File: src/rtl/dmem_arbiter.sv
// Shares one single-port data memory between the core (fixed priority) and a debug port,
// 0-cycle grant, response 1 cycle after accept; the loser sees ready=0 and a starvation counter forces debug in.
module dmem_arbiter #(
    parameter int ADDR_W   = 32,
    parameter int DATA_W   = 32,
    parameter int MAX_WAIT = 4
) (
    input  logic                clk,
    input  logic                rst,

    input  logic                core_req_valid,
    output logic                core_req_ready,
    input  logic                core_req_we,
    input  logic [ADDR_W-1:0]   core_req_addr,
    input  logic [DATA_W-1:0]   core_req_wdata,
    input  logic [DATA_W/8-1:0] core_req_wmask,
    output logic                core_rsp_valid,
    output logic [DATA_W-1:0]   core_rsp_rdata,

    input  logic                dbg_req_valid,
    output logic                dbg_req_ready,
    input  logic                dbg_req_we,
    input  logic [ADDR_W-1:0]   dbg_req_addr,
    input  logic [DATA_W-1:0]   dbg_req_wdata,
    input  logic [DATA_W/8-1:0] dbg_req_wmask,
    output logic                dbg_rsp_valid,
    output logic [DATA_W-1:0]   dbg_rsp_rdata,

    output logic                mem_en,
    output logic                mem_we,
    output logic [ADDR_W-3:0]   mem_addr,
    output logic [DATA_W-1:0]   mem_wdata,
    output logic [DATA_W/8-1:0] mem_wmask,
    input  logic [DATA_W-1:0]   mem_rdata
);

    localparam logic [3:0] WAIT_LIMIT = 4'(MAX_WAIT);

    logic [3:0] wait_cnt_q, wait_cnt_d;
    logic       rsp_pend_q, rsp_pend_d;
    logic       rsp_owner_q, rsp_owner_d;
    logic       rsp_is_rd_q, rsp_is_rd_d;
    logic       grant_core, grant_dbg;
    logic       unused_addr_lsbs;

    // Byte offset within the word is ignored; lanes come from wmask alone.
    assign unused_addr_lsbs = ^{core_req_addr[1:0], dbg_req_addr[1:0]};

    always_comb begin
        grant_core = 1'b0;
        grant_dbg  = 1'b0;
        if (rst) begin
            if (dbg_req_valid && (wait_cnt_q == WAIT_LIMIT)) begin
                grant_dbg = 1'b1;
            end else if (core_req_valid) begin
                grant_core = 1'b1;
            end else if (dbg_req_valid) begin
                grant_dbg = 1'b1;
            end
        end
    end

    assign core_req_ready = grant_core;
    assign dbg_req_ready  = grant_dbg;

    always_comb begin
        mem_en    = 1'b0;
        mem_we    = 1'b0;
        mem_addr  = '0;
        mem_wdata = '0;
        mem_wmask = '0;
        if (grant_core) begin
            mem_en    = 1'b1;
            mem_we    = core_req_we;
            mem_addr  = core_req_addr[ADDR_W-1:2];
            mem_wdata = core_req_wdata;
            mem_wmask = core_req_wmask;
        end else if (grant_dbg) begin
            mem_en    = 1'b1;
            mem_we    = dbg_req_we;
            mem_addr  = dbg_req_addr[ADDR_W-1:2];
            mem_wdata = dbg_req_wdata;
            mem_wmask = dbg_req_wmask;
        end
    end

    always_comb begin
        wait_cnt_d  = wait_cnt_q;
        rsp_pend_d  = grant_core | grant_dbg;
        rsp_owner_d = rsp_owner_q;
        rsp_is_rd_d = rsp_is_rd_q;
        if (!dbg_req_valid || grant_dbg) begin
            wait_cnt_d = '0;
        end else if (wait_cnt_q < WAIT_LIMIT) begin
            wait_cnt_d = wait_cnt_q + 4'd1;
        end
        // Owner tag steers the next-cycle memory data back to the requester.
        if (rsp_pend_d) begin
            rsp_owner_d = grant_dbg;
            rsp_is_rd_d = !mem_we;
        end
    end

    always_ff @(posedge clk) begin
        if (!rst) begin
            wait_cnt_q  <= '0;
            rsp_pend_q  <= 1'b0;
            rsp_owner_q <= 1'b0;
            rsp_is_rd_q <= 1'b0;
        end else begin
            wait_cnt_q  <= wait_cnt_d;
            rsp_pend_q  <= rsp_pend_d;
            rsp_owner_q <= rsp_owner_d;
            rsp_is_rd_q <= rsp_is_rd_d;
        end
    end

    always_comb begin
        core_rsp_valid = 1'b0;
        core_rsp_rdata = '0;
        dbg_rsp_valid  = 1'b0;
        dbg_rsp_rdata  = '0;
        if (rsp_pend_q) begin
            if (rsp_owner_q) begin
                dbg_rsp_valid = 1'b1;
                dbg_rsp_rdata = rsp_is_rd_q ? mem_rdata : '0;
            end else begin
                core_rsp_valid = 1'b1;
                core_rsp_rdata = rsp_is_rd_q ? mem_rdata : '0;
            end
        end
    end

endmodule

File: config.mk
export PLATFORM = sky130hd
export DESIGN_NAME = dmem_arbiter
export DESIGN_NICKNAME = d
export VERILOG_FILES = /design/src/rtl/dmem_arbiter.sv
export SDC_FILE = /design/constraint.sdc
export NUM_CORES = 1
export LEC_CHECK = 0
export BUFFER_PORTS_ARGS = -buffer_cell sky130_fd_sc_hd__buf_2
export CORE_AREA = 2 2 122 124
export CTS_BUF_LIST = sky130_fd_sc_hd__clkbuf_8
export DETAILED_ROUTE_END_ITERATION = 8
export DIE_AREA = 0 0 124 126
export MAX_ROUTING_LAYER = met4
export SLEW_MARGIN = 20
export SYNTH_ARGS = -nofsm -noshare
export SYNTH_HDL_FRONTEND = slang
export SYNTH_SLANG_ARGS = --single-unit
File: constraint.sdc
create_clock -name clk -period 1.6 [get_ports clk]
set_input_delay 0.32 -clock clk [delete_from_list [all_inputs] [get_ports clk]]
set_output_delay 0.32 -clock clk [all_outputs]
set_load 0.1 [all_outputs]
# == Word-level counts from Yosys, hierarchy flattened ==
# Index checks and enable logic that the tools add are counted.
# word_totals
wordCells,40
reg_bits,7
inputBits,174
# classes
n_reduce_logical,5
n_mux,26
n_lt_le_gt_ge,1
addsub,1
eq_ne,1
bitwise,2
# op_table
op,count
32-bit 2-to-1 mux,7
30-bit 2-to-1 mux,2
1-bit 2-to-1 mux,15
4-bit 2-to-1 mux,2
4-bit by 1-bit adder with 4-bit output (second input constant),1
4-bit by 3-bit == test with 1-bit output (second input constant),1
4-bit by 3-bit < comparator with 1-bit output (second input constant),1
1-bit logical NOT,2
2-bit OR reduction,1
1-bit logical AND,1
1-bit logical OR,1
1-bit inverter,1
1-bit bitwise OR,1

# == Depth between registers and ports, before layout ==
# Gate-level depths: netlist (run 1).
# depth
ltp_word,7
ltp_mapped,7
ltp_nobuf,5

# == Worst setup path after synthesis (run 1) ==
# No wires, ideal clock.
# synth_timing
path_kind,register -> output
startpoint,register rsp_is_rd_q
endpoint,output dbg_rsp_rdata[10]
path_slack_ns,-0.834
t_arrival_ns,2.114
path_stages_with_launch,5
required_time_ns,1.280
cell_sequence,dfxtp_1 > clkbuf_1 > clkbuf_1 > nand2_1 > nor2_1
# synth_via
elab_chain_len,3
# synth_rtl
item,line_no,rtl
from (decl),42,"logic rsp_is_rd_q, rsp_is_rd_d;"
from (signal assigned),114,rsp_is_rd_q <= rsp_is_rd_d;
32-bit 2-to-1 mux,126,dbg_rsp_rdata = rsp_is_rd_q ? mem_rdata : '0;
32-bit 2-to-1 mux,124,if (rsp_owner_q) begin
32-bit 2-to-1 mux,123,if (rsp_pend_q) begin
to (decl),27,"output logic [DATA_W-1:0] dbg_rsp_rdata,"
# No other way between the ends.

# == Final worst setup path (run 1) ==
# layout_timing
startpoint,register wait_cnt_q[1]
endpoint,output mem_addr[18]
# layout_via
elab_chain_len,6
word_cells_on_any_way,8
classes_between,eq/ne: 1; mux: 6; reduce/logical: 1
# layout_rtl
item,line_no,rtl
from (decl),39,"logic [3:0] wait_cnt_q, wait_cnt_d;"
from (signal assigned),111,wait_cnt_q <= wait_cnt_d;
4-bit by 3-bit == test with 1-bit output *,53,if (dbg_req_valid && (wait_cnt_q == WAIT_LIMIT)) begin
1-bit logical AND *,53,
1-bit 2-to-1 mux,53,
1-bit 2-to-1 mux,52,if (rst) begin
30-bit 2-to-1 mux,78,end else if (grant_dbg) begin
30-bit 2-to-1 mux *,72,if (grant_core) begin
to (decl),31,"output logic [ADDR_W-3:0] mem_addr,"
# Mark *: on every way between the ends. The rest lies on a longest branch, timed or not.

==> results of run 1 <==
==> worst max-delay path, cell delays in order (launching register included) <==
cell	delay, ns
dfxtp_2	0.32
inv_2	0.06
ha_4	0.13
nand3b_1	0.12
a21oi_4	0.23
buf_4	0.19
clkbuf_16	0.18
a22o_4	0.14
buf_12	0.16
==> synthesized netlist by cell type, drive strengths merged, types with 2 or more instances <==
library cell and instances:
dfxtp 7, clkbuf 8, inv 4, nor2 65, buf 18, nand2 35, and3 4, a22o 66
or2 2, ha 2
==> power by group <==
part / switching (W) / internal [W] / leakage, nW / total (W)
logic: 0.00160 / 0.00104 / 2.99 / 0.00264
registers: 0.0000114 / 0.000182 / 0.0597 / 0.000194
clock network: 0.0000828 / 0.000166 / 0.0269 / 0.000249
total: 0.00169 / 0.00139 / 3.08 / 0.00308
==> final cells by class <==
type / instances / area (um2)
Inverter: 4 / 18.8
Multi-Input combinational cell: 188 / 2270
Clock inverter: 1 / 3.75
Sequential cell: 7 / 151
Antenna cell: 1 / 2.50
Timing Repair Buffer: 348 / 4220
Clock buffer: 3 / 41.3
Tap cell: 184 / 230
Fill cell: 1249 / 7370
==> stage by stage <==
stage	area (um2)	util	setup TNS, ns	total power, W
finish	6940	0.485	-31.61	0.00308
global route	6940	0.485	-39.73	0.00319
CTS	6420	0.448	-32.13	0.00295
detailed placement	5970	0.417	-16.26	0.00257
global placement	5970	0.417	-15.52	0.00255
floorplan	2160	-	-60.37	0.00162
==> per-layer routing <==
metal | wire length, um | part of all wire | vias to the layer above | track usage
met5 | 0 | 0 | - | -
met4 | 216 | 0.017 | 0 | 0.0238
met3 | 1040 | 0.084 | 16 | 0.0403
met2 | 6880 | 0.56 | 172 | 0.271
met1 | 4240 | 0.34 | 1459 | 0.149
li1 | - | - | 1467 | -
==> cells by family (layout without fill, tap and decap cells) <==
| family | count (synthesis) | in the layout | share of synthesized area |
|---|---|---|---|
| buffers and inverters | 30 | 356 | 0.146 |
| XOR/XNOR | 1 | 1 | 0.00588 |
| flip-flops | 7 | 7 | 0.0941 |
| AO/OA/AOI/OAI | 72 | 72 | 0.429 |
| multiplexers | 1 | 1 | 0.00756 |
| other | 0 | 1 | 0 |
| AND/OR/NAND/NOR | 111 | 112 | 0.301 |
| adder cells (fa/ha/maj) | 2 | 2 | 0.0168 |
==> flip-flops by register name, summed over array words and instances (netlist names) <==
name	cells
wait_cnt_q	4
rsp_is_rd_q	1
rsp_pend_q	1
rsp_owner_q	1
==> final timing paths <==
path / depth (start not counted) / startpoint / end
max: 8 / wait_cnt_q[1]$_SDFFE_PP0N_ / mem_addr[18]
min: 2 / dbg_req_we / rsp_is_rd_q$_SDFFE_PN0P_
max reg2reg: 9 / wait_cnt_q[1]$_SDFFE_PP0N_ / rsp_pend_q$_SDFF_PN0_
min reg2reg: 2 / rsp_owner_q$_SDFFE_PN0P_ / rsp_owner_q$_SDFFE_PN0P_
==> repair_timing <==
action / 4_1_cts / 5_1_grt
cloned: 6 / 6
setup buffers: 9 / 2
endpoints found under the setup margin: 120 / 122
pin swaps: 7 / 53
resized for setup: 77 / 93
==> reports/qor.txt, run 1 <==
Outcome - finished with violations
Violated checks - setup timing
Commonest non-fill, non-tap cells in the layout - 169 x buf_2, 145 x buf_12, 66 x a22o_4
H-tree Lvls - 1
Crit path arrival time - 1.76 ns
Routed WL - 12.4 mm
Worst setup EP type - primary output
Initial antenna violation count - 1
Routability cong. - 0.761
Worst-Skew Late Latency - 0.23 ns
Final Hold Viols - 0
Avg WL per Cell - 16.8 um
Synth area leader - a22o_1
Row count - 44
Maximum VDD drop - 0.296 mV
Post-Syn Area per Cell - 6.65 um2
Starting Density - 0.104
Distinct cells, synth - 25
Layout Cells excl Fill - 736
Syn_nets - 400
Num CTS Buffers - 3
Maximum clock path buffer count - 2
Final worst path period need - 2.08 ns
Clock slew at reported path FFs - 0.04 ns
Vias in the first global route - 3257
Via-per-instance ratio - 4.23
Root buf cell - clkbuf_8
DRC errors left - 0
Die area - 0.0156 mm2
Power density over the cells - 445 mW/mm2
Fraction of layout cells with a size suffix above 1 - 0.958
Mapped Area - 0.00149 mm2
Cells after synthesis - 224
Crit Path Category - register to primary output
Required time of the worst setup path - 1.28 ns
First-iteration detailed-routing DRC count - 41
Type of origin of the critical path - register
Detail Route Antenna Nets - 0
Period utilization - 1.30
Seq/Total Area, Yosys - 0.0941
Hold WS - 0.291 ns
Setup slack, reg-to-reg - -0.05 ns
Die Y - 126 um
Top cell type's share of synthesized area - 0.388
Commonest non-fill, non-tap cell in the layout - buf_2
Number of synthesized flops with an enable pin - 0
Max-slew violations - 0
Fin worst setup slack - -0.478 ns
CTS sink cnt - 7
TritonRoute pass-1 iters - 3
Max_cap viols - 0
RSZ-0062 raised after global routing - true
Top cells by area, synth - a22o_1 39%, nor2_1 16%, buf_6 9.8%
Static Leak - 3.08 nW
Total I/O pin count - 310
Area Overhead vs Synth - 366%
Fraction of registers with async set/reset - 0
Gr usage total - 0.144
Maximum fanout along the worst path - 10
HP Class - input pin to register
IO buf count - 305
TritonCTS clock tree - built
Final Setup Violations - 75
Clk_skew - 0.00511 ns
Die width - 124 um
GR Overflow Total - 0
Largest net degree at the start of global routing - 34
DP Worst Slack - -0.263 ns
Via count - 3114
Slew HR - 0.795
Hold-fix buffers at CTS - 0
Fmax - 0.481 GHz
First-pass GRT wire length - 17.0 mm
Ys Warns - 0
Layout net count - 728
Core area - 0.0143 mm2
HPWL after detailed placement - 8.88 mm
Synth Flop Type - dfxtp_1
Inst Count DP - 709
Worst slew pin tran - 0.305 ns
Post-synthesis sequential element count - 7
Power figures use the tool's default switching activity.
==> run 2: changes to the inputs <==
CORE_AREA = 2 2 120 122   (was 2 2 122 124)
DIE_AREA = 0 0 122 124   (was 0 0 124 126)
SLEW_MARGIN = unset   (was 20)
clock period = 2.35 ns   (was 1.6 ns; I/O delays follow)
==> run 2 against run 1 <==
Effect of this change:
- the flow now finishes without violations
- flip-flop and latch count unchanged
- register-to-register slack better by 0.91 ns
- sequential power down 35%
- count of clock-buffer cells in the layout unchanged
- combinational power down 41%
- first-iteration DRC count up 98%
- via count down 5.8%
- largest power group unchanged
- highest routed layer unchanged
==> reports/qor.txt, run 2 (synthesis gave the netlist of run 1 again) <==
Outcome - complete, no violations
Fmax - 0.427 GHz
IO buf count - 305
Core area - 0.0137 mm2
CP Buf/Inv Count - 4
Die Y - 124 um
Crit Path Category - register to primary output
Routability cong. - 0.847
Die width - 122 um
First-pass GRT wire length - 14.2 mm
Critical path cell sequence - inv_1 -> ha_1 -> nand3b_1 -> a21oi_4 -> buf_12 -> buf_12 -> a22o_2 -> buf_12
TritonCTS clock tree - built
Top delay family on crit path - buffers and inverters
RSZ-0062 raised after global routing - true
Commonest non-fill, non-tap cell in the layout - buf_2
Fillers - 1322
Period utilization - 0.996
Row count - 43
Final Setup Violations - 0
Fraction of layout cells with a size suffix above 1 - 0.733
Power density over the cells - 327 mW/mm2
Num CTS Buffers - 3
Post-route cell area - 0.00564 mm2
Maximum VDD drop - 0.184 mV
Clock slew at reported path FFs - 0.04 ns
Final Core Density - 0.411
Slowest stage delay, CP - 0.31 ns
Max-slew violations - 0
HPWL after detailed placement - 8.99 mm
Hold WS - 0.456 ns
Via count - 2933
Starting Density - 0.109
GR Overflow Total - 0
Final Hold Viols - 0
Slew HR - 0.678
Type of origin of the critical path - register
Max_cap viols - 0
TritonRoute pass-1 iters - 4
Routed WL - 10.8 mm
Clk_skew - 0.000718 ns
Slowest library cell on the worst path - dfxtp_2
Hold-fix buffers at CTS - 0
Flip-flop count of the largest register after layout - 4
Gr usage total - 0.123
Fin worst setup slack - 0.00864 ns
Crit path arrival time - 1.87 ns
Area Overhead vs Synth - 279%
Placed cell area - 0.00526 mm2
Via-per-instance ratio - 4.11
Static Leak - 2.68 nW
Total I/O pin count - 310
Layout net count - 708
Worst slew pin tran - 0.486 ns
DRC errors left - 0
First-iteration detailed-routing DRC count - 81
Maximum fanout along the worst path - 19
Reg with most FFs - wait_cnt_q
Avg WL per Cell - 15.1 um
Most frequent CP cell - buf_12
Root buf cell - clkbuf_8
H-tree Lvls - 1
Detail Route Antenna Nets - 0
Maximum clock path buffer count - 2
Initial antenna violation count - 2
CTS sink cnt - 7
DP Worst Slack - 0.0786 ns
Vias in the first global route - 2712
Die area - 0.0151 mm2
Largest net degree at the start of global routing - 39
Required time of the worst setup path - 1.88 ns
Final worst path period need - 2.34 ns
Worst-Skew Late Latency - 0.23 ns
HP Class - input pin to register
Commonest non-fill, non-tap cells in the layout - 171 x buf_2, 137 x buf_12, 65 x nor2_1
Worst setup EP type - primary output
run 2: worst reg2reg max path, delay by kind of cell, from the launching register on:
family | cells | cell delay, ns
flops | 1 | 0.31
fa+ha+maj | 1 | 0.17
buf+inv | 2 | 0.27
simple gates | 3 | 0.62
run 2: layout make-up:
type	count	area, um2	share of cell area
inverter	4	15.0	0.00266
clock inverter	1	3.75	0.000666
clock buffer	3	41.3	0.00733
timing repair buffer	329	3800	0.675
tap	180	225	0.0400
sequential	7	143	0.0253
multi-input combinational	187	1400	0.249
antenna	2	5.00	0.000888
run 2: repair_timing:
item,4_1_cts,5_1_grt
buffers inserted,2,2
cloned,0,2
resized for setup,2,31
endpoints found under the hold margin,0,0
setup endpoints to repair,66,61
pin swaps,2,4
run 2: path summary, 6_finish.rpt:
kind	to	slack (ns)	startpoint	depth (start not counted)
max	mem_addr[21]	0.009	wait_cnt_q[0]$_SDFFE_PP0N_	8
max reg2reg	rsp_pend_q$_SDFF_PN0_	0.86	wait_cnt_q[0]$_SDFFE_PP0N_	6
min reg2reg	rsp_owner_q$_SDFFE_PN0P_	0.46	rsp_owner_q$_SDFFE_PN0P_	2
min	rsp_is_rd_q$_SDFFE_PN0P_	0.46	dbg_req_we	2
run 2: power breakdown:
group          internal (W)  total (W)  leakage [nW]  switching, W
Combinational      0.000579    0.00155          2.59      0.000971
Sequential         0.000124   0.000126        0.0583    0.00000198
Clock              0.000113   0.000170        0.0269     0.0000568
Total              0.000816    0.00185          2.68       0.00103
run 2: per-stage QoR:
| stage | total power (W) | instances | TNS [ns] |
|---|---|---|---|
| 6_report | 0.00185 | 713 | 0 |
| 3_3_place_gp | 0.00162 | 701 | 0 |
| 3_5_place_dp | 0.00162 | 701 | 0 |
| 5_1_grt | 0.00191 | 713 | -1.51 |
| 4_1_cts | 0.00180 | 707 | 0 |
| 2_1_floorplan | 0.00100 | 224 | -13.61 |
run 2: metal layers:
| metal | vias to the layer above | track usage | part of all wire |
|---|---|---|---|
| li1 | 1419 | - | - |
| met1 | 1319 | 0.122 | 0.35 |
| met3 | 9 | 0.0362 | 0.10 |
| met2 | 186 | 0.243 | 0.54 |
| met5 | - | - | 0 |
| met4 | 0 | 0.0172 | 0.0083 |
